===== config.mk =====
export PLATFORM = sky130hd
export DESIGN_NAME = jt900h_intctl
export DESIGN_NICKNAME = d
export VERILOG_FILES = /design/src/rtl/jt900h_intctl_pkg.sv /design/src/rtl/jt900h_intprio.sv /design/src/rtl/jt900h_intctl.sv
export SDC_FILE = /design/constraint.sdc
export NUM_CORES = 1
export LEC_CHECK = 0
export CAP_MARGIN = 20
export CORE_ASPECT_RATIO = 1.75
export CORE_MARGIN = 1.5
export CORE_UTILIZATION = 45
export DETAILED_ROUTE_END_ITERATION = 10
export PLACE_DENSITY = 0.7
export SYNTH_ARGS = -nofsm -noshare
export SYNTH_HDL_FRONTEND = slang
export SYNTH_SLANG_ARGS = --single-unit

===== constraint.sdc =====
create_clock -name clk -period 24.2 [get_ports clk]
set_clock_uncertainty 0.2 [all_clocks]
set_input_delay 2.42 -clock clk [delete_from_list [all_inputs] [get_ports clk]]
set_output_delay 2.42 -clock clk [all_outputs]
set_load 0.01 [all_outputs]

===== src/rtl/jt900h_intctl_pkg.sv =====
// Shared types and constants for the JT900H interrupt controller.
// Optional per-source level mode is enabled with INTCTL_LEVEL_EN.
package jt900h_intctl_pkg;

   typedef enum logic [1:0] {
      ST_IDLE = 2'd0,
      ST_REQ  = 2'd1,
      ST_ACK  = 2'd2
   } intctl_state_t;

   localparam logic [7:0] CRA_BASE_DEF = 8'h70;
   localparam logic [7:0] VBASE_DEF    = 8'h40;
   localparam logic [2:0] NMI_LVL      = 3'd7;

   // IFF value loaded on entry: one above the served priority, saturating at NMI.
   function automatic logic [2:0] next_iff(input logic [2:0] p);
      return (p == NMI_LVL) ? NMI_LVL : p + 3'd1;
   endfunction

   function automatic logic [7:0] vec_addr(input logic [7:0] vbase, input logic [3:0] idx);
      return vbase + {2'b00, idx, 2'b00};
   endfunction

endpackage


===== src/rtl/jt900h_intprio.sv =====
// Combinational priority encoder: highest eligible priority wins, lowest index on ties.
module jt900h_intprio
   import jt900h_intctl_pkg::*;
#(
   parameter int NSRC = 8
)(
   input  logic [NSRC-1:0]   i_pending,
   input  logic [3*NSRC-1:0] i_prio,
   input  logic [2:0]        i_riff,
   output logic              o_any,
   output logic [3:0]        o_idx,
   output logic [2:0]        o_prio
);

   logic [2:0] w_p;

   always_comb begin
      o_any  = 1'b0;
      o_idx  = '0;
      o_prio = '0;
      w_p    = '0;
      // Strict '>' keeps the earlier (lower) index when priorities tie.
      for (int unsigned i = 0; i < NSRC; i++) begin
         w_p = i_prio[3*i +: 3];
         if (i_pending[i] && (w_p != 3'd0) && ((w_p > i_riff) || (w_p == NMI_LVL))
             && (w_p > o_prio)) begin
            o_any  = 1'b1;
            o_idx  = 4'(i);
            o_prio = w_p;
         end
      end
   end

endmodule


===== src/rtl/jt900h_intctl.sv =====
// JT900H interrupt priority controller: request latching, CR access, arbitration and req/ack FSM.
// Define INTCTL_LEVEL_EN to add a per-source level-sensitive mode bit (crin[3] / cr_rd[3]).
module jt900h_intctl
   import jt900h_intctl_pkg::*;
#(
   parameter int         NSRC     = 8,
   parameter logic [7:0] CRA_BASE = CRA_BASE_DEF,
   parameter logic [7:0] VBASE    = VBASE_DEF
)(
   input  logic            clk,
   input  logic            rst_n,
   input  logic            cen,
   input  logic [NSRC-1:0] irq,
   input  logic [2:0]      riff,
   input  logic [7:0]      cra,
   input  logic [31:0]     crin,
   input  logic            cr_we,
   output logic [7:0]      cr_rd,
   output logic            cr_hit,
   output logic            int_req,
   input  logic            int_ack,
   output logic [2:0]      int_lvl,
   output logic [7:0]      int_addr
);

   logic [3*NSRC-1:0] r_prio;
   logic [NSRC-1:0]   r_pend;
   logic [NSRC-1:0]   r_irq_l;
   logic [NSRC-1:0]   w_level;

   intctl_state_t     r_state, w_state_nx;
   logic [3:0]        r_idx, w_idx_nx;
   logic              r_req, w_req_nx;
   logic [2:0]        r_lvl, w_lvl_nx;
   logic [7:0]        r_addr, w_addr_nx;

   logic [7:0]        w_off;
   logic              w_hit;
   logic [NSRC-1:0]   w_wr_sel;
   logic [NSRC-1:0]   w_pend_nx;
   logic              w_any;
   logic [3:0]        w_widx;
   logic [2:0]        w_wprio;

   assign w_off  = cra - CRA_BASE;
   assign w_hit  = (w_off < 8'(NSRC));
   assign cr_hit = w_hit;

   always_comb begin
      cr_rd    = '0;
      w_wr_sel = '0;
      for (int unsigned i = 0; i < NSRC; i++) begin
         if (w_hit && (w_off == 8'(i))) begin
            cr_rd       = {r_pend[i], 3'b000, w_level[i], r_prio[3*i +: 3]};
            w_wr_sel[i] = cr_we;
         end
      end
   end

`ifdef INTCTL_LEVEL_EN
   logic [NSRC-1:0] r_level;
   logic            w_unused_crin;

   assign w_level       = r_level;
   assign w_unused_crin = ^{crin[31:8], crin[6:4]};

   always_ff @(posedge clk or negedge rst_n) begin
      if (!rst_n) begin
         r_level <= '0;
      end else if (cen) begin
         for (int unsigned i = 0; i < NSRC; i++)
            if (w_wr_sel[i]) r_level[i] <= crin[3];
      end
   end
`else
   logic w_unused_crin;

   assign w_level       = '0;
   assign w_unused_crin = ^{crin[31:8], crin[6:3]};
`endif

   // Ack clear beats a new edge for the served source; an edge beats a CR clear.
   always_comb begin
      w_pend_nx = r_pend;
      for (int unsigned i = 0; i < NSRC; i++) begin
         if ((r_state == ST_ACK) && (r_idx == 4'(i)))
            w_pend_nx[i] = 1'b0;
         else if (irq[i] && !r_irq_l[i])
            w_pend_nx[i] = 1'b1;
         else if (w_wr_sel[i] && crin[7])
            w_pend_nx[i] = 1'b0;
         if (w_level[i])
            w_pend_nx[i] = irq[i];
      end
   end

   jt900h_intprio #(
      .NSRC (NSRC)
   ) u_prio (
      .i_pending (r_pend),
      .i_prio    (r_prio),
      .i_riff    (riff),
      .o_any     (w_any),
      .o_idx     (w_widx),
      .o_prio    (w_wprio)
   );

   // Winner data is captured on the IDLE->REQ transition and never touched in REQ/ACK.
   always_comb begin
      w_state_nx = r_state;
      w_idx_nx   = r_idx;
      w_req_nx   = r_req;
      w_lvl_nx   = r_lvl;
      w_addr_nx  = r_addr;
      case (r_state)
         ST_IDLE: begin
            if (w_any) begin
               w_state_nx = ST_REQ;
               w_idx_nx   = w_widx;
               w_req_nx   = 1'b1;
               w_lvl_nx   = next_iff(w_wprio);
               w_addr_nx  = vec_addr(VBASE, w_widx);
            end
         end
         ST_REQ: begin
            if (int_ack) begin
               w_state_nx = ST_ACK;
               w_req_nx   = 1'b0;
            end
         end
         ST_ACK:  w_state_nx = ST_IDLE;
         default: begin
            w_state_nx = ST_IDLE;
            w_req_nx   = 1'b0;
         end
      endcase
   end

   always_ff @(posedge clk or negedge rst_n) begin
      if (!rst_n) begin
         r_prio  <= '0;
         r_pend  <= '0;
         r_irq_l <= '0;
         r_state <= ST_IDLE;
         r_idx   <= '0;
         r_req   <= 1'b0;
         r_lvl   <= '0;
         r_addr  <= '0;
      end else if (cen) begin
         r_pend  <= w_pend_nx;
         r_irq_l <= irq;
         for (int unsigned i = 0; i < NSRC; i++)
            if (w_wr_sel[i]) r_prio[3*i +: 3] <= crin[2:0];
         r_state <= w_state_nx;
         r_idx   <= w_idx_nx;
         r_req   <= w_req_nx;
         r_lvl   <= w_lvl_nx;
         r_addr  <= w_addr_nx;
      end
   end

   assign int_req  = r_req;
   assign int_lvl  = r_lvl;
   assign int_addr = r_addr;

endmodule


==> impl_summary.txt <==
----------------------------------------------------
[Timing]
  Setup repair after global routing missed its margin ... false
  Total negative slack ... 0 ns
  Period minus WS final ... 15.60 ns
  Final critical-path setup slack ... 8.60 ns
  Slew @ Worst Pin ... 0.927 ns
  Period Utilization, post-route ... 0.645
  Highest clock rate ... 64.1 MHz
  Pins Over Slew Limit ... 0
  Smallest hold slack ... 0.271 ns
  Hold Fails Final Rpt ... 0
  Count of endpoints failing setup in the final report ... 0
  Tightest slew margin relative to the limit ... 0.381

[Global routing]
  Pin count of the biggest net entering global routing ... 51
  Gr busiest metal ... met2
  Global-route track usage on met1 ... 0.252
  Met2 usage ... 0.441
  Met3 global-route usage ... 0.0317
  Wire length of the first global-routing pass ... 19.2 mm
  Congestion Overflow GR ... 0
  Aggregate global-route resource usage ... 0.240
  Via count of the first global-routing pass ... 3903
  Antenna violations before repair ... 0

[Critical path]
  Worst R2R Start ... r_prio[2]$_DFFE_PN0P_
  Cell mode on critical path ... ha_1
  Maximum fanout count along the critical path ... 11
  Largest stage delay on the critical path ... 0.82 ns
  CP Data Arrival Time ... 15.52 ns
  Endpoint kind of the worst setup timing path ... flip-flop
  Crit Path Class ... in -> reg
  Startpoint kind of the worst setup timing path ... input pin
  Critical Path Source ... riff[0]
  CP max-delay cell ... clkdlybuf4s50_1
  Worst Path Required ... 24.11 ns

[Routing]
  Number of design-rule violations left by the first detailed-router iteration ... 288
  DR WL/cell ... 18.3 um
  Number of search-and-repair iterations in the first detailed-routing pass ... 6
  Routed wire length ... 12.2 mm
  Number of nets still failing antenna checks after routing ... 0
  Total number of vias ... 4062
  Total DRC errors in the routed layout ... 0
  Vias per cell ... 6.10

[Floorplanning]
  Die Y-Extent ... 133 um
  Initial Util ... 0.458
  Area enclosed by the die boundary ... 0.0102 sq mm
  Rows ... 47
  Number of I/O pins ... 77
  Width of the chip ... 77.0 um
  Floorplan core area ... 0.00941 sq mm

[Clocking]
  CTS tree ... yes
  Post-CTS setup-driven buffer insertion count ... 0
  Number of buffers created by CTS ... 5
  CTS clk-pin slew, worst paths ... 0.07 ns
  Clock Latency Late Sink ... 0.29 ns
  TritonCTS sink count ... 50
  Clock Root Buffer ... clkbuf_16
  Htree depth ... 2
  Number of instances resized during post-cts repair ... 0
  Number of buffers on the longest clock path ... 2
  Hold buffer count at cts ... 0

[Place]
  Instance area at placement ... 0.00472 sq mm
  Number of buffer cells added on primary ports ... 40
  Worst Setup Slack post-DPL ... 8.33 ns
  Routability congestion estimate from global placement ... 0.903
  Half-perimeter wire length after detailed placement ... 9.62 mm

[Yosys]
  Top FF cell, synth ... dfrtp_1
  Top cells by area, synth ... dfrtp_1 (29%), ha_1 (10%), o21ai_0 (5.8%)
  Gate count after technology mapping ... 515
  Most area-hungry cell type in the Yosys netlist ... dfrtp_1
  Post-synth EDFFs ... 0
  Netlist area before placement ... 0.00431 sq mm
  Most used standard cells in the synthesized netlist ... dfrtp_1 (50), o21ai_0 (50), nand2_1 (47)
  Cell variety after synth ... 73
  Top cell type's share of synthesized area ... 0.290
  Syn. warnings ... 0
  Average footprint of a synthesized cell ... 8.37 sq um
  Sequential-to-total area share from yosys stat ... 0.290
  Number of register bits inferred by synthesis ... 50
  Asr flop ratio synth ... 1.00

[Pwr]
  IR Drop Worst-Case VDD ... 0.0592 mV
  Cell leakage power ... 2.13 nW
  Total power after layout ... 0.257 mW
  Power per unit of standard cell area ... 52.8 mW/mm^2

[Final layout]
  Fraction of layout instances using a drive strength above 1 ... 0.101
  Ant diodes ... 0
  Area overhead of the layout relative to synthesis ... 12.6%
  Count of nets after finishing ... 635
  Final design area excluding fillers ... 0.00486 sq mm

[Job]
  Max-cap violations ... 0

[Worst hold path]
  Worst hold path class ... reg -> reg
  Worst hold path startpoint ... int_addr[6]$_DFFE_PN0P_

[Outcome]
  Run status ... finished, final reports clean

----------------------------------------------------
[metrics by stage]
step,util,instances
floorplan,-,522
global placement,0.501,658
detailed placement,0.501,658
CTS,0.516,666
global route,0.516,666
finish,0.516,666
[worst max-delay path, delay by kind of cell]
kind / cells / cell delay, ns
AND/OR/NAND/NOR: 12 / 1.68
adder cells (fa/ha/maj): 9 / 2.44
buffers and inverters: 2 / 0.89
multiplexers: 7 / 2.44
AO/OA/AOI/OAI: 24 / 5.60
[cells by family after synthesis]
kind of cell,count (synthesis),synth area share
buffers and inverters,68,0.0780
AO/OA/AOI/OAI,182,0.292
multiplexers,21,0.0543
flip-flops,50,0.290
adder cells (fa/ha/maj),36,0.104
other,1,0.000869
AND/OR/NAND/NOR,157,0.180
[area by class of cell]
| class | instances | area, sq um |
|---|---|---|
| inverters | 40 | 150 |
| well taps | 122 | 153 |
| fillers | 904 | 4550 |
| repair buffers | 42 | 410 |
| clock buffers | 6 | 129 |
| clock inverters | 2 | 13.8 |
| flip-flops and latches | 50 | 1250 |
| multi-input cells | 404 | 2750 |
[layout by cell type (no fill, tap or decap), types with 3 or more instances in the layout]
cell type | netlist | final
o21a_1 | 5 | 5
and2_2 | 4 | 4
nand2b_1 | 4 | 4
o21bai_1 | 3 | 3
o21ai_0 | 50 | 50
and3_1 | 3 | 3
nor2_1 | 39 | 39
dfrtp_1 | 50 | 50
a21o_1 | 6 | 6
a41oi_1 | 4 | 4
nor3_1 | 14 | 14
nand3b_1 | 5 | 5
o211a_1 | 4 | 4
o31ai_1 | 3 | 3
a31oi_1 | 18 | 18
clkbuf_16 | 0 | 5
mux2_2 | 19 | 19
nor4_1 | 5 | 5
a211oi_1 | 3 | 3
nand4_1 | 6 | 6
o22ai_1 | 7 | 7
a21oi_1 | 27 | 27
conb_1 | 1 | 8
clkdlybuf4s50_1 | 0 | 39
and2_1 | 6 | 6
nand2_1 | 47 | 47
ha_1 | 36 | 36
nand3_1 | 9 | 9
inv_1 | 40 | 40
o211ai_1 | 5 | 5
and3b_1 | 3 | 3
a22oi_1 | 15 | 15
[per-layer routing]
| layer | vias up | share of wire |
|---|---|---|
| li1 | 1950 | - |
| met1 | 1922 | 0.38 |
| met2 | 147 | 0.53 |
| met3 | 43 | 0.043 |
| met4 | 0 | 0.050 |
| met5 | - | 0 |
[path summary, 6_finish.rpt]
| check | end | slack (ns) | cells past startpoint |
|---|---|---|---|
| min reg2reg | int_addr[6]$_DFFE_PN0P_ | 0.27 | 1 |
| max | int_lvl[0]$_DFFE_PN0P_ | 8.60 | 54 |
| min in group asynchronous | r_prio[2]$_DFFE_PN0P_ | 2.03 | 2 |
| max in group asynchronous | r_prio[12]$_DFFE_PN0P_ | 21.30 | 2 |
| max reg2reg | int_lvl[0]$_DFFE_PN0P_ | 11.00 | 53 |
| min | int_addr[6]$_DFFE_PN0P_ | 0.27 | 1 |
[registers in the layout, summed over array words and instances, names as in the netlist]
| name | flops |
|---|---|
| r_state | 2 |
| r_pend | 8 |
| int_addr | 2 |
| r_irq_l | 8 |
| r_idx | 2 |
| int_lvl | 3 |
| r_prio | 24 |
| int_req | 1 |
[where the power goes]
part / total [mW] / leakage, nW / switching [mW] / internal, mW
sequential: 0.104 / 0.541 / 0.0114 / 0.0926
combinational: 0.0827 / 1.51 / 0.0457 / 0.0370
clock: 0.0700 / 0.0708 / 0.0316 / 0.0384
total: 0.257 / 2.13 / 0.0887 / 0.168
Power figures use the tool's default switching activity.
